--- config.mk ---
export PLATFORM = sky130hd
export DESIGN_NAME = fifo_flex_flat
export DESIGN_NICKNAME = d
export VERILOG_FILES = /design/src/rtl/fifo_pkg.sv /design/src/rtl/fifo_flex_if.sv /design/src/rtl/fifo_ptr.sv /design/src/rtl/fifo_flex.sv /design/src/flat_wrapper.sv
export SDC_FILE = /design/constraint.sdc
export NUM_CORES = 1
export LEC_CHECK = 0
export CORE_ASPECT_RATIO = 0.5
export CORE_MARGIN = 1
export CORE_UTILIZATION = 34
export DETAILED_ROUTE_END_ITERATION = 7
export GPL_TIMING_DRIVEN = 0
export RECOVER_POWER = 100
export SLEW_MARGIN = 20
export SYNTH_ARGS = -nofsm -noshare
export SYNTH_HDL_FRONTEND = slang
export SYNTH_SLANG_ARGS = --single-unit
--- constraint.sdc ---
create_clock -name clk -period 8 [get_ports clk]
set_input_delay 0.8 -clock clk [delete_from_list [all_inputs] [get_ports clk]]
set_output_delay 0.8 -clock clk [all_outputs]
set_load 0.02 [all_outputs]
--- src/rtl/fifo_pkg.sv ---
// Shared constants and elaboration helpers for the flexible FIFO.
package fifo_pkg;

   localparam int FIFO_MODE_STD  = 0;
   localparam int FIFO_MODE_FWFT = 1;

   function automatic bit is_pow2(input int value);
      return (value >= 2) && ((value & (value - 1)) == 0);
   endfunction

endpackage

--- src/rtl/fifo_flex_if.sv ---
// Producer/consumer bundle for fifo_flex: data, handshakes, status and error flags.
interface fifo_flex_if #(
   parameter int DATA_WIDTH = 16,
   parameter int ADDR_WIDTH = 5
);

   logic [DATA_WIDTH-1:0] din;
   logic                  wr_en;
   logic                  fifo_full;
   logic                  fifo_afull;
   logic                  rd_en;
   logic [DATA_WIDTH-1:0] dout;
   logic                  fifo_empty;
   logic                  fifo_aempty;
   logic [ADDR_WIDTH:0]   count;
   logic                  err_clr;
   logic                  overflow;
   logic                  underflow;

   modport master (
      output din, wr_en, rd_en, err_clr,
      input  dout, fifo_full, fifo_afull, fifo_empty, fifo_aempty, count, overflow, underflow
   );

   modport slave (
      input  din, wr_en, rd_en, err_clr,
      output dout, fifo_full, fifo_afull, fifo_empty, fifo_aempty, count, overflow, underflow
   );

endinterface

--- src/rtl/fifo_ptr.sv ---
// Wrapping FIFO pointer; the MSB is the lap bit used for full/empty disambiguation.
module fifo_ptr #(
   parameter int PTR_WIDTH = 6
) (
   input  logic                 clk,
   input  logic                 rst,
   input  logic                 i_inc,
   output logic [PTR_WIDTH-1:0] o_ptr
);

   logic [PTR_WIDTH-1:0] r_ptr;

   always_ff @(posedge clk) begin
      if (rst) begin
         r_ptr <= '0;
      end else if (i_inc) begin
         r_ptr <= r_ptr + PTR_WIDTH'(1);
      end
   end

   assign o_ptr = r_ptr;

endmodule

--- src/rtl/fifo_flex.sv ---
// Single-clock FIFO with registered or fall-through read, threshold flags,
// occupancy count and sticky overflow/underflow flags.
module fifo_flex
   import fifo_pkg::*;
#(
   parameter int DATA_WIDTH = 16,
   parameter int FIFO_DEPTH = 32,
   parameter int ADDR_WIDTH = $clog2(FIFO_DEPTH),
   parameter int FWFT       = 0,
   parameter int AFULL_TH   = FIFO_DEPTH - 2,
   parameter int AEMPTY_TH  = 2
) (
   input  logic        clk,
   input  logic        rst,
   fifo_flex_if.slave  bus
);

   if (!is_pow2(FIFO_DEPTH)) begin : g_bad_depth
      $error("fifo_flex: FIFO_DEPTH must be a power of 2 and >= 2");
   end
   if (ADDR_WIDTH != $clog2(FIFO_DEPTH)) begin : g_bad_aw
      $error("fifo_flex: ADDR_WIDTH must equal clog2(FIFO_DEPTH)");
   end
   if (AFULL_TH < 1 || AFULL_TH > FIFO_DEPTH) begin : g_bad_afull
      $error("fifo_flex: AFULL_TH out of range");
   end
   if (AEMPTY_TH < 0 || AEMPTY_TH > FIFO_DEPTH - 1) begin : g_bad_aempty
      $error("fifo_flex: AEMPTY_TH out of range");
   end

   localparam int                PW        = ADDR_WIDTH + 1;
   localparam logic [ADDR_WIDTH:0] LP_AFULL  = AFULL_TH[ADDR_WIDTH:0];
   localparam logic [ADDR_WIDTH:0] LP_AEMPTY = AEMPTY_TH[ADDR_WIDTH:0];

   logic [DATA_WIDTH-1:0] r_mem [FIFO_DEPTH];
   logic [ADDR_WIDTH:0]   w_rd_ptr;
   logic [ADDR_WIDTH:0]   w_wr_ptr;
   logic [ADDR_WIDTH:0]   w_count;
   logic [ADDR_WIDTH-1:0] w_rd_addr;
   logic [ADDR_WIDTH-1:0] w_wr_addr;
   logic                  w_full;
   logic                  w_empty;
   logic                  w_rd_acc;
   logic                  w_wr_acc;
   logic                  r_overflow;
   logic                  r_underflow;

   assign w_rd_addr = w_rd_ptr[ADDR_WIDTH-1:0];
   assign w_wr_addr = w_wr_ptr[ADDR_WIDTH-1:0];
   assign w_count   = w_wr_ptr - w_rd_ptr;
   assign w_empty   = (w_rd_addr == w_wr_addr) && (w_rd_ptr[ADDR_WIDTH] == w_wr_ptr[ADDR_WIDTH]);
   assign w_full    = (w_rd_addr == w_wr_addr) && (w_rd_ptr[ADDR_WIDTH] != w_wr_ptr[ADDR_WIDTH]);

   // A pop in the same cycle frees a slot, so a write into a full FIFO is
   // accepted alongside it; a write never satisfies a read of an empty FIFO.
   assign w_rd_acc  = bus.rd_en && !w_empty;
   assign w_wr_acc  = bus.wr_en && (!w_full || w_rd_acc);

   fifo_ptr #(.PTR_WIDTH(PW)) u_rd_ptr (
      .clk   (clk),
      .rst   (rst),
      .i_inc (w_rd_acc),
      .o_ptr (w_rd_ptr)
   );

   fifo_ptr #(.PTR_WIDTH(PW)) u_wr_ptr (
      .clk   (clk),
      .rst   (rst),
      .i_inc (w_wr_acc),
      .o_ptr (w_wr_ptr)
   );

   always_ff @(posedge clk) begin
      if (w_wr_acc && !rst) begin
         r_mem[w_wr_addr] <= bus.din;
      end
   end

   if (FWFT == FIFO_MODE_FWFT) begin : g_fwft
      assign bus.dout = w_empty ? '0 : r_mem[w_rd_addr];
   end else begin : g_std
      logic [DATA_WIDTH-1:0] r_dout;

      always_ff @(posedge clk) begin
         if (rst) begin
            r_dout <= '0;
         end else if (w_rd_acc) begin
            r_dout <= r_mem[w_rd_addr];
         end
      end

      assign bus.dout = r_dout;
   end

   // Set wins over clear so an error in the clearing cycle is not lost.
   always_ff @(posedge clk) begin
      if (rst) begin
         r_overflow  <= 1'b0;
         r_underflow <= 1'b0;
      end else begin
         if (bus.wr_en && !w_wr_acc) begin
            r_overflow <= 1'b1;
         end else if (bus.err_clr) begin
            r_overflow <= 1'b0;
         end
         if (bus.rd_en && !w_rd_acc) begin
            r_underflow <= 1'b1;
         end else if (bus.err_clr) begin
            r_underflow <= 1'b0;
         end
      end
   end

   assign bus.count       = w_count;
   assign bus.fifo_full   = w_full;
   assign bus.fifo_empty  = w_empty;
   assign bus.fifo_afull  = (w_count >= LP_AFULL);
   assign bus.fifo_aempty = (w_count <= LP_AEMPTY);
   assign bus.overflow    = r_overflow;
   assign bus.underflow   = r_underflow;

endmodule

--- src/flat_wrapper.sv ---
// flat-port wrapper written by rule: the top's interface ports become plain ports
module fifo_flex_flat import fifo_pkg::*;
#(
   parameter int DATA_WIDTH = 16,
   parameter int FIFO_DEPTH = 32,
   parameter int ADDR_WIDTH = $clog2(FIFO_DEPTH),
   parameter int FWFT       = 0,
   parameter int AFULL_TH   = FIFO_DEPTH - 2,
   parameter int AEMPTY_TH  = 2
)
  (clk, rst, bus_din, bus_wr_en, bus_rd_en, bus_err_clr, bus_dout, bus_fifo_full, bus_fifo_afull, bus_fifo_empty, bus_fifo_aempty, bus_count, bus_overflow, bus_underflow);
  fifo_flex_if #(.DATA_WIDTH(DATA_WIDTH), .ADDR_WIDTH(ADDR_WIDTH)) bus_i ();
  input  logic clk;
  input  logic rst;
  input wire logic [$bits(bus_i.din)-1:0] bus_din;
  input wire logic [$bits(bus_i.wr_en)-1:0] bus_wr_en;
  input wire logic [$bits(bus_i.rd_en)-1:0] bus_rd_en;
  input wire logic [$bits(bus_i.err_clr)-1:0] bus_err_clr;
  output wire logic [$bits(bus_i.dout)-1:0] bus_dout;
  output wire logic [$bits(bus_i.fifo_full)-1:0] bus_fifo_full;
  output wire logic [$bits(bus_i.fifo_afull)-1:0] bus_fifo_afull;
  output wire logic [$bits(bus_i.fifo_empty)-1:0] bus_fifo_empty;
  output wire logic [$bits(bus_i.fifo_aempty)-1:0] bus_fifo_aempty;
  output wire logic [$bits(bus_i.count)-1:0] bus_count;
  output wire logic [$bits(bus_i.overflow)-1:0] bus_overflow;
  output wire logic [$bits(bus_i.underflow)-1:0] bus_underflow;
  assign bus_i.din = bus_din;
  assign bus_i.wr_en = bus_wr_en;
  assign bus_i.rd_en = bus_rd_en;
  assign bus_i.err_clr = bus_err_clr;
  assign bus_dout = bus_i.dout;
  assign bus_fifo_full = bus_i.fifo_full;
  assign bus_fifo_afull = bus_i.fifo_afull;
  assign bus_fifo_empty = bus_i.fifo_empty;
  assign bus_fifo_aempty = bus_i.fifo_aempty;
  assign bus_count = bus_i.count;
  assign bus_overflow = bus_i.overflow;
  assign bus_underflow = bus_i.underflow;
  fifo_flex #(.DATA_WIDTH(DATA_WIDTH), .FIFO_DEPTH(FIFO_DEPTH), .ADDR_WIDTH(ADDR_WIDTH), .FWFT(FWFT), .AFULL_TH(AFULL_TH), .AEMPTY_TH(AEMPTY_TH)) u_core (.clk(clk), .rst(rst), .bus(bus_i));
endmodule
==> impl_metrics.env, run 1 <==
export IMPL_worst_pin_slew_ns=2.03
export IMPL_timing_final_crit_period_ns=5.89
export IMPL_route_detailed_wl_per_inst_um=25.1
export IMPL_cts_root_buf="clkbuf_16"
export IMPL_synthMostInstantiatedCell="edfxtp_1"
export IMPL_synthesis_area_per_instance_sq_um=20.3
export IMPL_postSynth_topFlopCell="edfxtp_1"
export IMPL_comb_power_share_pct=13.4
export IMPL_synth_lib_cells_used_distinct=47
export IMPL_synth_edff_count=512
export IMPL_register_area_share_after_synthesis_pct=75.9
export IMPL_post_synth_main_area_contributors="edfxtp_1, mux4_2, mux2i_1"
export IMPL_preCtsSetupSlack_ns=3.62
export IMPL_synthesis_nets=1066
export IMPL_grt_antenna_before_repair=0
export IMPL_cts_resized=0
export IMPL_die_y_um=178
export IMPL_finalHoldViolations=0
export IMPL_drt_drc_violations_left=0
export IMPL_timing_final_ws_setup_ns=2.11
export IMPL_timing_critical_path_arrival_ns=5.09
export IMPL_netlist_top_cells_count="edfxtp_1, mux4_2, mux2i_1"
export IMPL_num_nets_final=1195
export IMPL_cts_tree="built"
export IMPL_synth_async_sr_flop_share_pct=0
export IMPL_clk_buf_depth=3
export IMPL_critPathMaxFanout=10
export IMPL_p_int_mw=4.81
export IMPL_final_slew_violations=545
export IMPL_design_core_area_sq_um=61100
export IMPL_final_seq_area_sq_um=16000
export IMPL_number_of_global_route_vias_before_repair=10815
export IMPL_row_count=64
export IMPL_syn_to_final_growth_pct=14.8
export IMPL_cts_buffers_inserted=51
export IMPL_cts_hold_buffers=0
export IMPL_overflow=0
export IMPL_r2r_worst_path_cells=12
export IMPL_switching_share_pct=24.1
export IMPL_outcome="complete, but fails checks"
export IMPL_grt_start_max_net_pins=33
export IMPL_finalSetupViolCount=0
export IMPL_mappedNetlistArea_sq_um=21000
export IMPL_cell_leakage_power_nw=7.41
export IMPL_rsz_0062_raised_after_global_routing="no"
export IMPL_slew_headroom_pct=-35.3
export IMPL_die_w_um=354
export IMPL_post_synth_top_area_fraction_pct=73.1
export IMPL_global_route_usage_total_pct=16.2
export IMPL_viasPerCell=5.32
export IMPL_dr_pass1_iters=7
export IMPL_postRouteAntennaNets=0
export IMPL_cts_repair_timing_setup_buffer_count=0
export IMPL_fin_util_pct=39.5
export IMPL_netlist_instances=1034
export IMPL_grt_pass1_wl_um=74200
export IMPL_worstHoldPathCells=1
export IMPL_hpwl_um=33400
export IMPL_hold_class="flop to flop"
export IMPL_worst_ep_required_time_ns=7.20
export IMPL_vias=10792
export IMPL_achievable_freq_mhz=170
export IMPL_violations_in_the_final_reports="max-capacitance violations, max-slew violations"
export IMPL_dpl_instance_area_sq_um=22900
export IMPL_buffer_ports_inserted=47
export IMPL_diodes=0
export IMPL_clkPwrFrac_pct=36.9
export IMPL_p_seq_share_pct=49.7
export IMPL_clock_sinks=542
export IMPL_power_density_cell_area_nw_per_um2=262
export IMPL_finalInstanceArea_sq_um=24200
export IMPL_routabilityCongestion=0.835
export IMPL_multi_input_comb_area_sq_um=4680
export IMPL_cp_start_kind="flop"
export IMPL_setup_tns_ns=0
export IMPL_clock_skew_ns=0.0280
export IMPL_switching_power_mw=1.53
export IMPL_maxCapViolCount=17
export IMPL_fp_dieArea_sq_um=62900
export IMPL_synth_top_cell_by_area="edfxtp_1"
export IMPL_initial_utilization_pct=34.4
export IMPL_yosysWarningCount=0
export IMPL_drt_wl_total_um=51000
export IMPL_crit_type="flop to primary output"
export IMPL_ir_drop_uv=133
export IMPL_worstSetupEndpointType="primary output"
export IMPL_io_pin_count=49
export IMPL_nFillCells=5448
export IMPL_ys_ff_latch=542
export IMPL_post_route_period_util_pct=73.6
export IMPL_layout_drive_gt1_share_pct=16.2
export IMPL_drt_initial_drc_count=1122
export IMPL_clkLatencyLatePin_ns=0.59
export IMPL_count_of_h_tree_levels_built_during_cts=2
export IMPL_worst_setup_hold_path_clk_slew_ns=0.07
## flip-flops by register name, summed over array words and instances (netlist names)
signal                 flops
u_core.r_mem             512
u_core.bus.dout           16
u_core.u_rd_ptr.o_ptr      6
u_core.u_wr_ptr.o_ptr      6
u_core.bus.overflow        1
u_core.bus.underflow       1
## worst paths after layout
| kind | startpoint | endpoint | slack, ns |
|---|---|---|---|
| min | u_core.bus.dout[8] | u_core.bus.dout[8] | 0.49 |
| max reg2reg | u_core.u_rd_ptr.o_ptr[2] | u_core.r_mem[5][6] | 2.27 |
| min reg2reg | u_core.bus.dout[8] | u_core.bus.dout[8] | 0.49 |
| max | u_core.u_rd_ptr.o_ptr[2] | bus_fifo_afull | 2.11 |
## cells by family (layout without fill, tap and decap cells)
family                     after synthesis  in the layout  share of synthesized area (%)
AOI/OAI and AO/OA                      140            140                           5.28
xor gates and xnor gates                14             14                          0.583
adders and majority gates               11             11                          0.690
buffers and inverters                   65            233                           1.78
DFF                                    542            542                           75.9
muxes                                  163            163                           13.6
and+or+nand+nor                         99             99                           2.10
## power by group through the flow
stage          clock network [mW]  logic (mW)  registers, mW
6_report                     2.34       0.848           3.15
5_1_grt                      2.48       0.901           3.15
3_3_place_gp                    0       0.859           3.21
3_5_place_dp                    0       0.871           3.21
4_1_cts                      2.37       0.875           3.15
2_1_floorplan                   0       0.549           3.22
## routing by layer
metal  up-vias  routed length [um]  GRT usage (%)
met5         -                   0              0
met2       435               22900           24.8
met1      5703               23000           23.7
met3        85                3700           2.94
li1       4569                   -              -
met4         0                1350           4.18
## placed cells by master, fill, tap and decap left out, types with 17 or more instances in the layout
cell type      synthesis  layout
a21oi_1               37      37
a22o_1                30      30
dlygate4sd3_1          0      28
mux4_2                87      87
mux2i_1               67      67
dfxtp_1               30      30
nor2_1                55      55
edfxtp_1             512     512
nand2_1               17      17
clkbuf_16              0      52
clkbuf_1              28      90
## worst max-delay path: stages, from the launching register on
cell	delay, ns
dfxtp_1	0.31
clkbuf_1	0.56
clkbuf_1	0.54
clkbuf_1	0.56
inv_1	0.32
ha_1	0.41
o21ai_0	0.14
a21boi_0	0.19
or4_1	0.49
nand3_1	0.19
a41o_1	0.13
dlygate4sd3_1	0.68
## through the flow
step	total power [mW]	hold WS, ns	instances
final	6.33	0.492	2027
after detailed placement	4.08	0.478	1935
after CTS	6.39	0.498	2027
after floorplan	3.77	0.532	1034
after global placement	4.07	0.472	1906
after global routing	6.53	0.500	2027
## area by class of cell
type	instances	share of cell area (%)
buffer	56	1.39
clock buffer	70	5.83
clock inverter	22	0.839
inverter	9	0.140
multi-input combinational	427	19.4
sequential	542	66.1
tap	825	4.27
timing repair buffer	76	1.98
No activity file was read; power rests on OpenSTA's default activity.
==> run 2, diff against run 1 <==
==> constraint.sdc (replaced) <==
create_clock -name clk -period 5.3 [get_ports clk]
set_input_delay 0.53 -clock clk [delete_from_list [all_inputs] [get_ports clk]]
set_output_delay 0.53 -clock clk [all_outputs]
set_load 0.02 [all_outputs]
==> impl_metrics.env, run 2 (synthesis results as in run 1) <==
export IMPL_outcome="complete, but fails checks"
export IMPL_violations_in_the_final_reports="max-capacitance violations, max-slew violations"
export IMPL_most_common_cell_after_layout_fill_and_taps_aside="edfxtp_1"
export IMPL_drt_initial_drc_count=1103
export IMPL_post_route_period_util_pct=92.2
export IMPL_finalHoldViolations=0
export IMPL_number_of_global_route_vias_before_repair=10815
export IMPL_final_slew_violations=545
export IMPL_largest_register_ffs=512
export IMPL_timing_critical_path_arrival_ns=5.11
export IMPL_postRouteAntennaNets=0
export IMPL_ir_drop_uv=202
export IMPL_largest_register="u_core.r_mem"
export IMPL_timing_reg2reg_setup_slack_ns=0.41
export IMPL_layout_drive_gt1_share_pct=16.7
export IMPL_buffer_ports_inserted=47
export IMPL_power_density_cell_area_nw_per_um2=395
export IMPL_dr_pass1_iters=6
export IMPL_global_route_usage_total_pct=16.2
export IMPL_grt_antenna_before_repair=0
export IMPL_cts_tree="built"
export IMPL_fp_dieArea_sq_um=62900
export IMPL_clkLatencyLatePin_ns=0.59
export IMPL_timing_final_crit_period_ns=4.89
export IMPL_worst_pin_slew_ns=1.97
export IMPL_finalSetupViolCount=0
export IMPL_io_pin_count=49
export IMPL_r2r_start="u_core.u_rd_ptr.o_ptr[2]"
export IMPL_overflow=0
export IMPL_vias=10797
export IMPL_worst_setup_hold_path_clk_slew_ns=0.07
export IMPL_viasPerCell=5.33
export IMPL_cts_repair_timing_setup_buffer_count=0
export IMPL_setup_tns_ns=0
export IMPL_cts_root_buf="clkbuf_16"
export IMPL_num_nets_final=1195
export IMPL_timing_final_ws_setup_ns=0.412
export IMPL_hold_class="input port to flop"
export IMPL_design_core_area_sq_um=61100
export IMPL_syn_to_final_growth_pct=14.9
export IMPL_clk_buf_depth=3
export IMPL_worst_ep_required_time_ns=5.52
export IMPL_drt_drc_violations_left=0
export IMPL_startpoint="u_core.u_rd_ptr.o_ptr[2]"
export IMPL_r2r_end="u_core.r_mem[10][2]"
export IMPL_r2r_worst_path_cells=12
export IMPL_grt_start_max_net_pins=33
export IMPL_route_detailed_wl_per_inst_um=25.1
export IMPL_rsz_0062_raised_after_global_routing="no"
export IMPL_grt_pass1_wl_um=74200
export IMPL_crit_type="flop to flop"
export IMPL_cp_endpoint="u_core.r_mem[10][2]"
export IMPL_cts_buffers_inserted=51
export IMPL_cts_resized=0
export IMPL_hpwl_um=33400
export IMPL_critPathMaxFanout=10
export IMPL_nFillCells=5440
export IMPL_fin_util_pct=39.6
export IMPL_finalPower_mw=9.56
export IMPL_dpl_instance_area_sq_um=22900
export IMPL_drt_wl_total_um=50900
export IMPL_preCtsSetupSlack_ns=0.998
export IMPL_routabilityCongestion=0.835
export IMPL_maxCapViolCount=17
export IMPL_clock_sinks=542
export IMPL_clock_skew_ns=0.0225
export IMPL_cell_leakage_power_nw=7.44
export IMPL_worstSetupEndpointType="flop"
export IMPL_achievable_freq_mhz=205
export IMPL_count_of_h_tree_levels_built_during_cts=2
export IMPL_cts_hold_buffers=0
export IMPL_initial_utilization_pct=34.4
export IMPL_cp_start_kind="flop"
export IMPL_mostFrequentLayoutCells="edfxtp_1, mux4_2, clkbuf_1"
export IMPL_die_y_um=178
export IMPL_diodes=0
export IMPL_row_count=64
export IMPL_die_w_um=354
export IMPL_finalInstanceArea_sq_um=24200
export IMPL_slew_headroom_pct=-31.5
==> run 2: cell count changes in the layout (fill, tap and decap cells not counted), sizes merged <==
cell | previous run | this run
buf | 25 | 31
clkbuf | 146 | 140
==> run 2: power breakdown <==
part	total, mW	switching (mW)	internal (mW)	leakage (nW)
sequential	4.76	0.0292	4.73	4.85
combinational	1.28	0.718	0.563	1.80
clock	3.52	1.55	1.97	0.788
==> run 2: critical path: stages (launching register included) <==
cell	delay (ns)
dfxtp_1	0.30
buf_2	0.28
buf_2	0.33
buf_2	0.33
inv_1	0.23
ha_1	0.38
and3_1	0.19
nand3_1	0.26
o31ai_1	0.18
nor2_1	0.23
nand2_1	0.39
nor2_1	0.88
clkbuf_1	0.52
==> run 2: per-layer routing <==
layer	vias to the layer above	global-route usage, %	share of wire [%]
met5	-	0	0
met4	0	4.18	2.5
met3	76	2.94	8.5
met2	467	24.8	45
met1	5694	23.7	44
li1	4560	-	-
==> run 2: layout make-up <==
cell class	instances	area [sq um]	area share, %
Sequential cell	542	16000	66.1
Tap cell	825	1030	4.27
Buffer	56	340	1.41
Timing Repair Buffer	76	505	2.09
Inverter	9	33.8	0.140
Clock buffer	70	1410	5.83
Multi-Input combinational cell	427	4680	19.4
Clock inverter	22	203	0.838
==> run 2: per-stage QoR <==
stage               hold slack (ns)  instances
detailed placement            0.478       1935
CTS                           0.359       2027
finish                        0.393       2027
global route                  0.391       2027
global placement              0.472       1906
floorplan                     0.532       1034
==> run 2: worst min-delay path by stage <==
| stage | endpoint | depth (start not counted) | slack, ns | start |
|---|---|---|---|---|
| after floorplan | u_core.u_wr_ptr.o_ptr[1] | 2 | 0.53 | u_core.u_wr_ptr.o_ptr[1] |
| final | u_core.bus.underflow | 2 | 0.39 | rst |
| after detailed placement | u_core.bus.dout[14] | 1 | 0.48 | u_core.bus.dout[14] |
| after global placement | u_core.bus.dout[14] | 1 | 0.47 | u_core.bus.dout[14] |
| after CTS | u_core.bus.underflow | 2 | 0.36 | rst |
| after global routing | u_core.bus.overflow | 2 | 0.39 | rst |
==> run 3, diff against run 2 <==
--- a/config.mk
+++ b/config.mk
@@ -9,6 +9,7 @@
 export CORE_MARGIN = 1
 export CORE_UTILIZATION = 34
 export DETAILED_ROUTE_END_ITERATION = 7
+export GPL_ROUTABILITY_DRIVEN = 1
 export GPL_TIMING_DRIVEN = 0
 export RECOVER_POWER = 100
 export SLEW_MARGIN = 20
==> results of run 3 <==
Final layout, timing and power as in run 2 (identical DEF).
